<file path="src/rtl/game_pkg.sv">
// Shared types and constants for the whack-a-box game controller.
package game_pkg;

    typedef enum logic [2:0] {
        LOBBY,
        PICK,
        SHOW,
        HIT,
        GAMEOVER
    } state_t;

    localparam logic [2:0]  MIF_LOBBY    = 3'd0;
    localparam logic [2:0]  MIF_GAMEOVER = 3'd7;
    localparam logic [2:0]  BOX_NONE     = 3'd0;
    localparam logic [10:0] SCORE_MAX    = 11'd2047;

    // Score increment that sticks at SCORE_MAX instead of wrapping.
    function automatic logic [10:0] score_inc(input logic [10:0] value);
        return (value == SCORE_MAX) ? value : value + 11'd1;
    endfunction

endpackage

</file>
<file path="src/rtl/second_tick.sv">
// Divides the clock down to a one-cycle pulse every CLK_HZ enabled cycles.
module second_tick #(
    parameter int CLK_HZ = 50_000_000
) (
    input  logic clk,
    input  logic rst_n,
    input  logic clear,
    input  logic enable,
    output logic tick
);

    localparam logic [25:0] COUNT_LAST = 26'(CLK_HZ - 1);

    logic [25:0] count;

    assign tick = enable && (count == COUNT_LAST);

    // Divider counter: synchronous clear wins, otherwise counts while enabled.
    // NOTE: sequential state uses non-blocking (<=) so every flop samples pre-edge values.
    always_ff @(posedge clk or negedge rst_n) begin
        if (!rst_n) begin
            count <= '0;
        end else if (clear) begin
            count <= '0;
        end else if (enable) begin
            count <= (count == COUNT_LAST) ? '0 : count + 26'd1;
        end
    end

endmodule

</file>
<file path="src/rtl/game_controller.sv">
// Game sequencer: lobby, target draws, hit scoring, countdown and game over.
module game_controller
    import game_pkg::*;
#(
    parameter int CLK_HZ          = 50_000_000,
    parameter int GAME_SECONDS    = 60,
    parameter int TARGET_CYCLES   = 75_000_000,
    parameter int HIT_HOLD_CYCLES = 12_500_000,
    parameter int NUM_BOXES       = 6
) (
    input  logic        CLOCK_50,
    input  logic        resetn,
    input  logic        start,
    input  logic [2:0]  box_address,
    input  logic [2:0]  lfsr_value,
    output logic        lfsr_advance,
    output logic [2:0]  mif_control_signal,
    output logic [10:0] score,
    output logic [5:0]  game_timer,
    output logic        play_sound,
    output logic        lobby_sound,
    output logic        game_over
);

    localparam logic [26:0] TARGET_LAST = 27'(TARGET_CYCLES - 1);
    localparam logic [26:0] HOLD_LAST   = 27'(HIT_HOLD_CYCLES - 1);
    localparam logic [5:0]  TIMER_LOAD  = 6'(GAME_SECONDS);
    localparam logic [2:0]  BOX_MAX     = 3'(NUM_BOXES);

    state_t      state, state_n;
    logic        pick_phase, pick_phase_n;   // 0: advance LFSR, 1: sample it
    logic [2:0]  target, target_n;
    logic [2:0]  prev_target, prev_target_n;
    logic [26:0] on_cnt, on_cnt_n;
    logic [26:0] hold_cnt, hold_cnt_n;
    logic [2:0]  box_meta, box_sync;
    logic [2:0]  mif_n;
    logic [10:0] score_n;
    logic [5:0]  timer_n;
    logic        play_sound_n, lfsr_advance_n;
    logic        tick, tick_en, tick_clear, draw_ok;

    assign tick_en    = (state == PICK) || (state == SHOW) || (state == HIT);
    assign tick_clear = (state == LOBBY) && start;
    assign draw_ok    = (lfsr_value != BOX_NONE) && (lfsr_value <= BOX_MAX)
                        && (lfsr_value != prev_target);

    second_tick #(.CLK_HZ(CLK_HZ)) u_second_tick (
        .clk    (CLOCK_50),
        .rst_n  (resetn),
        .clear  (tick_clear),
        .enable (tick_en),
        .tick   (tick)
    );

    // Two-flop synchronizer for the asynchronous strike address.
    always_ff @(posedge CLOCK_50 or negedge resetn) begin
        if (!resetn) begin
            box_meta <= BOX_NONE;
            box_sync <= BOX_NONE;
        end else begin
            box_meta <= box_address;
            box_sync <= box_meta;
        end
    end

    // Next-state and next-output logic; countdown expiry overrides everything.
    // NOTE: every signal gets a default first so no path leaves it unassigned (no latches).
    always_comb begin
        state_n        = state;
        pick_phase_n   = pick_phase;
        target_n       = target;
        prev_target_n  = prev_target;
        on_cnt_n       = on_cnt;
        hold_cnt_n     = hold_cnt;
        mif_n          = mif_control_signal;
        score_n        = score;
        timer_n        = game_timer;
        play_sound_n   = 1'b0;
        lfsr_advance_n = 1'b0;

        case (state)
            LOBBY: begin
                if (start) begin
                    state_n        = PICK;
                    pick_phase_n   = 1'b0;
                    lfsr_advance_n = 1'b1;
                    score_n        = '0;
                    timer_n        = TIMER_LOAD;
                    prev_target_n  = BOX_NONE;
                end
            end
            PICK: begin
                if (!pick_phase) begin
                    pick_phase_n = 1'b1;
                end else if (draw_ok) begin
                    state_n       = SHOW;
                    target_n      = lfsr_value;
                    prev_target_n = lfsr_value;
                    on_cnt_n      = '0;
                    mif_n         = lfsr_value;
                end else begin
                    pick_phase_n   = 1'b0;
                    lfsr_advance_n = 1'b1;
                end
            end
            SHOW: begin
                if (box_sync == target) begin
                    state_n      = HIT;
                    score_n      = score_inc(score);
                    play_sound_n = 1'b1;
                    hold_cnt_n   = '0;
                end else if (on_cnt == TARGET_LAST) begin
                    state_n        = PICK;
                    pick_phase_n   = 1'b0;
                    lfsr_advance_n = 1'b1;
                end else begin
                    on_cnt_n = on_cnt + 27'd1;
                end
            end
            HIT: begin
                if ((box_sync == BOX_NONE) && (hold_cnt >= HOLD_LAST)) begin
                    state_n        = PICK;
                    pick_phase_n   = 1'b0;
                    lfsr_advance_n = 1'b1;
                end else if (hold_cnt < HOLD_LAST) begin
                    hold_cnt_n = hold_cnt + 27'd1;
                end
            end
            GAMEOVER: begin
                if (start) begin
                    state_n = LOBBY;
                    mif_n   = MIF_LOBBY;
                end
            end
            default: begin
                state_n = LOBBY;
                mif_n   = MIF_LOBBY;
            end
        endcase

        if (tick_en && tick) begin
            if (game_timer == 6'd1) begin
                state_n        = GAMEOVER;
                timer_n        = '0;
                score_n        = score;
                play_sound_n   = 1'b0;
                lfsr_advance_n = 1'b0;
                mif_n          = MIF_GAMEOVER;
            end else if (game_timer != 6'd0) begin
                timer_n = game_timer - 6'd1;
            end
        end
    end

    // State, counters and all registered outputs.
    always_ff @(posedge CLOCK_50 or negedge resetn) begin
        if (!resetn) begin
            state              <= LOBBY;
            pick_phase         <= 1'b0;
            target             <= BOX_NONE;
            prev_target        <= BOX_NONE;
            on_cnt             <= '0;
            hold_cnt           <= '0;
            mif_control_signal <= MIF_LOBBY;
            score              <= '0;
            game_timer         <= TIMER_LOAD;
            play_sound         <= 1'b0;
            lfsr_advance       <= 1'b0;
            lobby_sound        <= 1'b1;
            game_over          <= 1'b0;
        end else begin
            state              <= state_n;
            pick_phase         <= pick_phase_n;
            target             <= target_n;
            prev_target        <= prev_target_n;
            on_cnt             <= on_cnt_n;
            hold_cnt           <= hold_cnt_n;
            mif_control_signal <= mif_n;
            score              <= score_n;
            game_timer         <= timer_n;
            play_sound         <= play_sound_n;
            lfsr_advance       <= lfsr_advance_n;
            lobby_sound        <= (state_n == LOBBY);
            game_over          <= (state_n == GAMEOVER);
        end
    end

endmodule

</file>
<file path="config.mk">
export PLATFORM = sky130hd
export DESIGN_NAME = game_controller
export DESIGN_NICKNAME = d
export VERILOG_FILES = /design/src/rtl/game_pkg.sv /design/src/rtl/second_tick.sv /design/src/rtl/game_controller.sv
export SDC_FILE = /design/constraint.sdc
export NUM_CORES = 1
export LEC_CHECK = 0
export ABC_AREA = 0
export CORE_AREA = 4 4 132 134
export DETAILED_ROUTE_END_ITERATION = 7
export DIE_AREA = 0 0 136 138
export DONT_BUFFER_PORTS = 1
export PLACE_DENSITY = 0.55
export SYNTH_ARGS = -nofsm -noshare
export SYNTH_HDL_FRONTEND = slang
export SYNTH_SLANG_ARGS = --single-unit
export TNS_END_PERCENT = 50
</file>
<file path="constraint.sdc">
create_clock -name CLOCK_50 -period 3.35 [get_ports CLOCK_50]
set_input_delay 0.67 -clock CLOCK_50 [delete_from_list [all_inputs] [get_ports CLOCK_50]]
set_output_delay 0.67 -clock CLOCK_50 [all_outputs]
set_load 0.03 [all_outputs]
</file>
==> results.json <==
{
  "status": "complete, no violations",
  "syn_inst": 687,
  "finalHoldViolations": 0,
  "die_height_um": 138,
  "clock_sinks": 120,
  "ys_types": 64,
  "power_w": 0.00383,
  "synth-main-ff-cell": "dfrtp_1",
  "crit_type": "reg -> reg",
  "worst_slew_pin_slew_ns": 0.777,
  "detail_route.drc_violations": 0,
  "num_antenna_cells": 0,
  "synth.avg_cell_area_um2": 9.28,
  "grt_pass1_wl_um": 26200,
  "ys_warn_count": 0,
  "setup_violations": 0,
  "grt_setup_unrepaired": "false",
  "crit_path_start_kind": "flip-flop",
  "overflow": 0,
  "die_area_um2": 18800,
  "cts_buffer_depth": 2,
  "fin_setup_tns_ns": 0,
  "dp.final_hpwl_um": 10500,
  "vias": 5331,
  "fin_hold_ws_ns": 0.0952,
  "ys_top_cells_by_area": "dfrtp_1 (45%), nor2_1 (4.4%), nand3_1 (3.5%)",
  "final_cell_mix": "dfrtp_1 (115), nor2_1 (74), nand2_1 (51), nand3_1 (45), o21ai_0 (37)",
  "antenna_found_initial": 0,
  "grt_use_met3": 0.0432,
  "nNetsFinal": 709,
  "track_usage": 0.173,
  "areaGrowthSynthToFinish_pct": 14.1,
  "p_leak_nw": 2.92,
  "initial_core_util": 0.391,
  "post_cts_buffers": 0,
  "core_area_um2": 16300,
  "cts_buffers": 17,
  "final.setup_skew_ns": 0.00709,
  "drive_above_1_share": 0.0948,
  "worst_path_max_delay_cell": "or4_1",
  "drtAntennaViolNets": 0,
  "cp_max_fo": 8,
  "post-synth-top-area-fraction": 0.452,
  "gp_congestion": 0.880,
  "arrival_ns": 2.93,
  "crit_required_ns": 3.65,
  "routed_wl_um": 15700,
  "synth-async-reset-ratio": 1.00,
  "r2r_setup_slack_ns": 0.73,
  "max_slew_margin": 0.469,
  "num_io_pins": 33,
  "final_cell_area_um2": 7270,
  "cp_cell_sequence": "or4b_1 -> or4_4 -> or4_1 -> o2111ai_1 -> xor2_1 -> nor2_1",
  "hold_class": "in -> async",
  "drt_iter0_markers": 429,
  "cts_max_level": 4,
  "reg2reg_depth": 6,
  "rows": 47,
  "syn_nets": 702,
  "worst-path-buf-inv": 0,
  "cp-end-kind": "flip-flop",
  "final_common_cell": "dfrtp_1",
  "grt_max_degree": 116,
  "dieWidth_um": 136,
  "slew_violations": 0,
  "routed_via_density": 5.75,
  "fin_util": 0.446,
  "use_met2": 0.270,
  "synth-edff-count": 0,
  "synth_top_area_cell": "dfrtp_1",
  "period_needed_ns": 2.62,
  "cts_resized": 0,
  "clock-root-buffer": "clkbuf_16",
  "clock_latency_ns": 0.42,
  "path_delay_family": "simple AND/OR/NAND/NOR gates",
  "peakVddDrop_v": 0.000368,
  "grt_use_met1": 0.232,
  "place_area_um2": 6670,
  "cp_slowest_stage_delay_ns": 0.60,
  "maxCapViolations": 0,
  "synth-seq-area-share": 0.472,
  "numPortBuffers": 0,
  "clk_pin_slew_ns": 0.06,
  "finalCritPeriodShare": 0.782,
  "reg2reg_from": "u_second_tick.count[10]$_DFFE_PN0P_",
  "grt_pass1_vias": 5106,
  "r2r_end": "score[9]$_DFFE_PN0P_",
  "holdBufCountCts": 1,
  "max_freq_mhz": 382,
  "firstDrtPassIters": 5,
  "cts_tree": "done",
  "syn_area_um2": 6370,
  "power_density_nw_per_um2": 527,
  "synth_seq_cells": 120,
  "top_usage_layer": "met2",
  "wl_per_cell_um": 16.9
}
==> kinds of logic after synthesis <==
logic type,share of synthesized area
simple gates,0.291
compound gates,0.127
flops,0.472
xor+xnor,0.0660
buf+inv,0.0241
fa+ha+maj,0.0118
mux,0.00864
==> how the worst max path moves through the flow <==
stage	endpoint	cells after the start	slack, ns	start
after global routing	on_cnt[14]$_DFFE_PN0P_	7	0.40	state[2]$_DFF_PN0_
after global placement	score[9]$_DFFE_PN0P_	6	0.78	u_second_tick.count[10]$_DFFE_PN0P_
after detailed placement	score[9]$_DFFE_PN0P_	6	0.74	u_second_tick.count[10]$_DFFE_PN0P_
after floorplan	score[7]$_DFFE_PN0P_	7	0.92	u_second_tick.count[10]$_DFFE_PN0P_
after CTS	score[9]$_DFFE_PN0P_	6	0.74	u_second_tick.count[10]$_DFFE_PN0P_
final	score[9]$_DFFE_PN0P_	6	0.73	u_second_tick.count[10]$_DFFE_PN0P_
==> cell type report <==
cell class / instances / area, um^2
Tap cell: 220 / 275
Sequential cell: 120 / 3010
Multi-Input combinational cell: 529 / 3230
Clock inverter: 13 / 131
Timing Repair Buffer: 15 / 145
Fill cell: 1580 / 9020
Inverter: 11 / 41.3
Clock buffer: 19 / 443
==> flip-flops by register name, indices dropped and copies added, names as in the netlist, 3 cells and up <==
register / flops
hold_cnt: 27
target: 3
box_meta: 3
prev_target: 3
score: 11
mif_control_signal: 3
box_sync: 3
on_cnt: 27
u_second_tick.count: 26
game_timer: 6
state: 3
==> stage by stage <==
step                std cells  setup WS (ns)
floorplan                 687          0.923
global placement          894          0.781
detailed placement        894          0.740
CTS                       927          0.738
global route              927          0.402
finish                    927          0.729
==> routing by layer <==
metal	vias up	wire [um]
li1	2575	-
met1	2646	7320
met4	0	308
met3	25	550
met2	85	7480
met5	-	0
==> synthesized netlist by cell type, drive strengths merged, types with 2 or more instances <==
cell type  instances
clkbuf            23
a22o               4
mux2               4
nand3             45
or2                4
buf                4
or3               25
a221o              3
nor4b              6
nand2             51
nand3b             5
or4                7
and3              13
a211o              2
nor2b              3
o21a               4
and2               5
o21ai             38
o2111ai            4
nor2              75
a31o               2
nor4              23
ha                 6
o31ai              5
or4b               2
a21oi             33
inv               11
and4              13
dfrtp            115
a211oi             3
a31oi              4
a21o               3
nor3b              5
xor2              25
dfstp              5
o211ai             5
xnor2             23
nand4             27
nor3              23
o31a               2
nand4b             2
nand2b             8
==> where the power goes <==
group	internal (W)	switching (W)	total, W	leakage (nW)
registers	0.00157	0.000173	0.00175	1.51
logic	0.000131	0.000169	0.000300	1.15
clock network	0.00110	0.000679	0.00178	0.271
(Power assumes the default switching activity.)
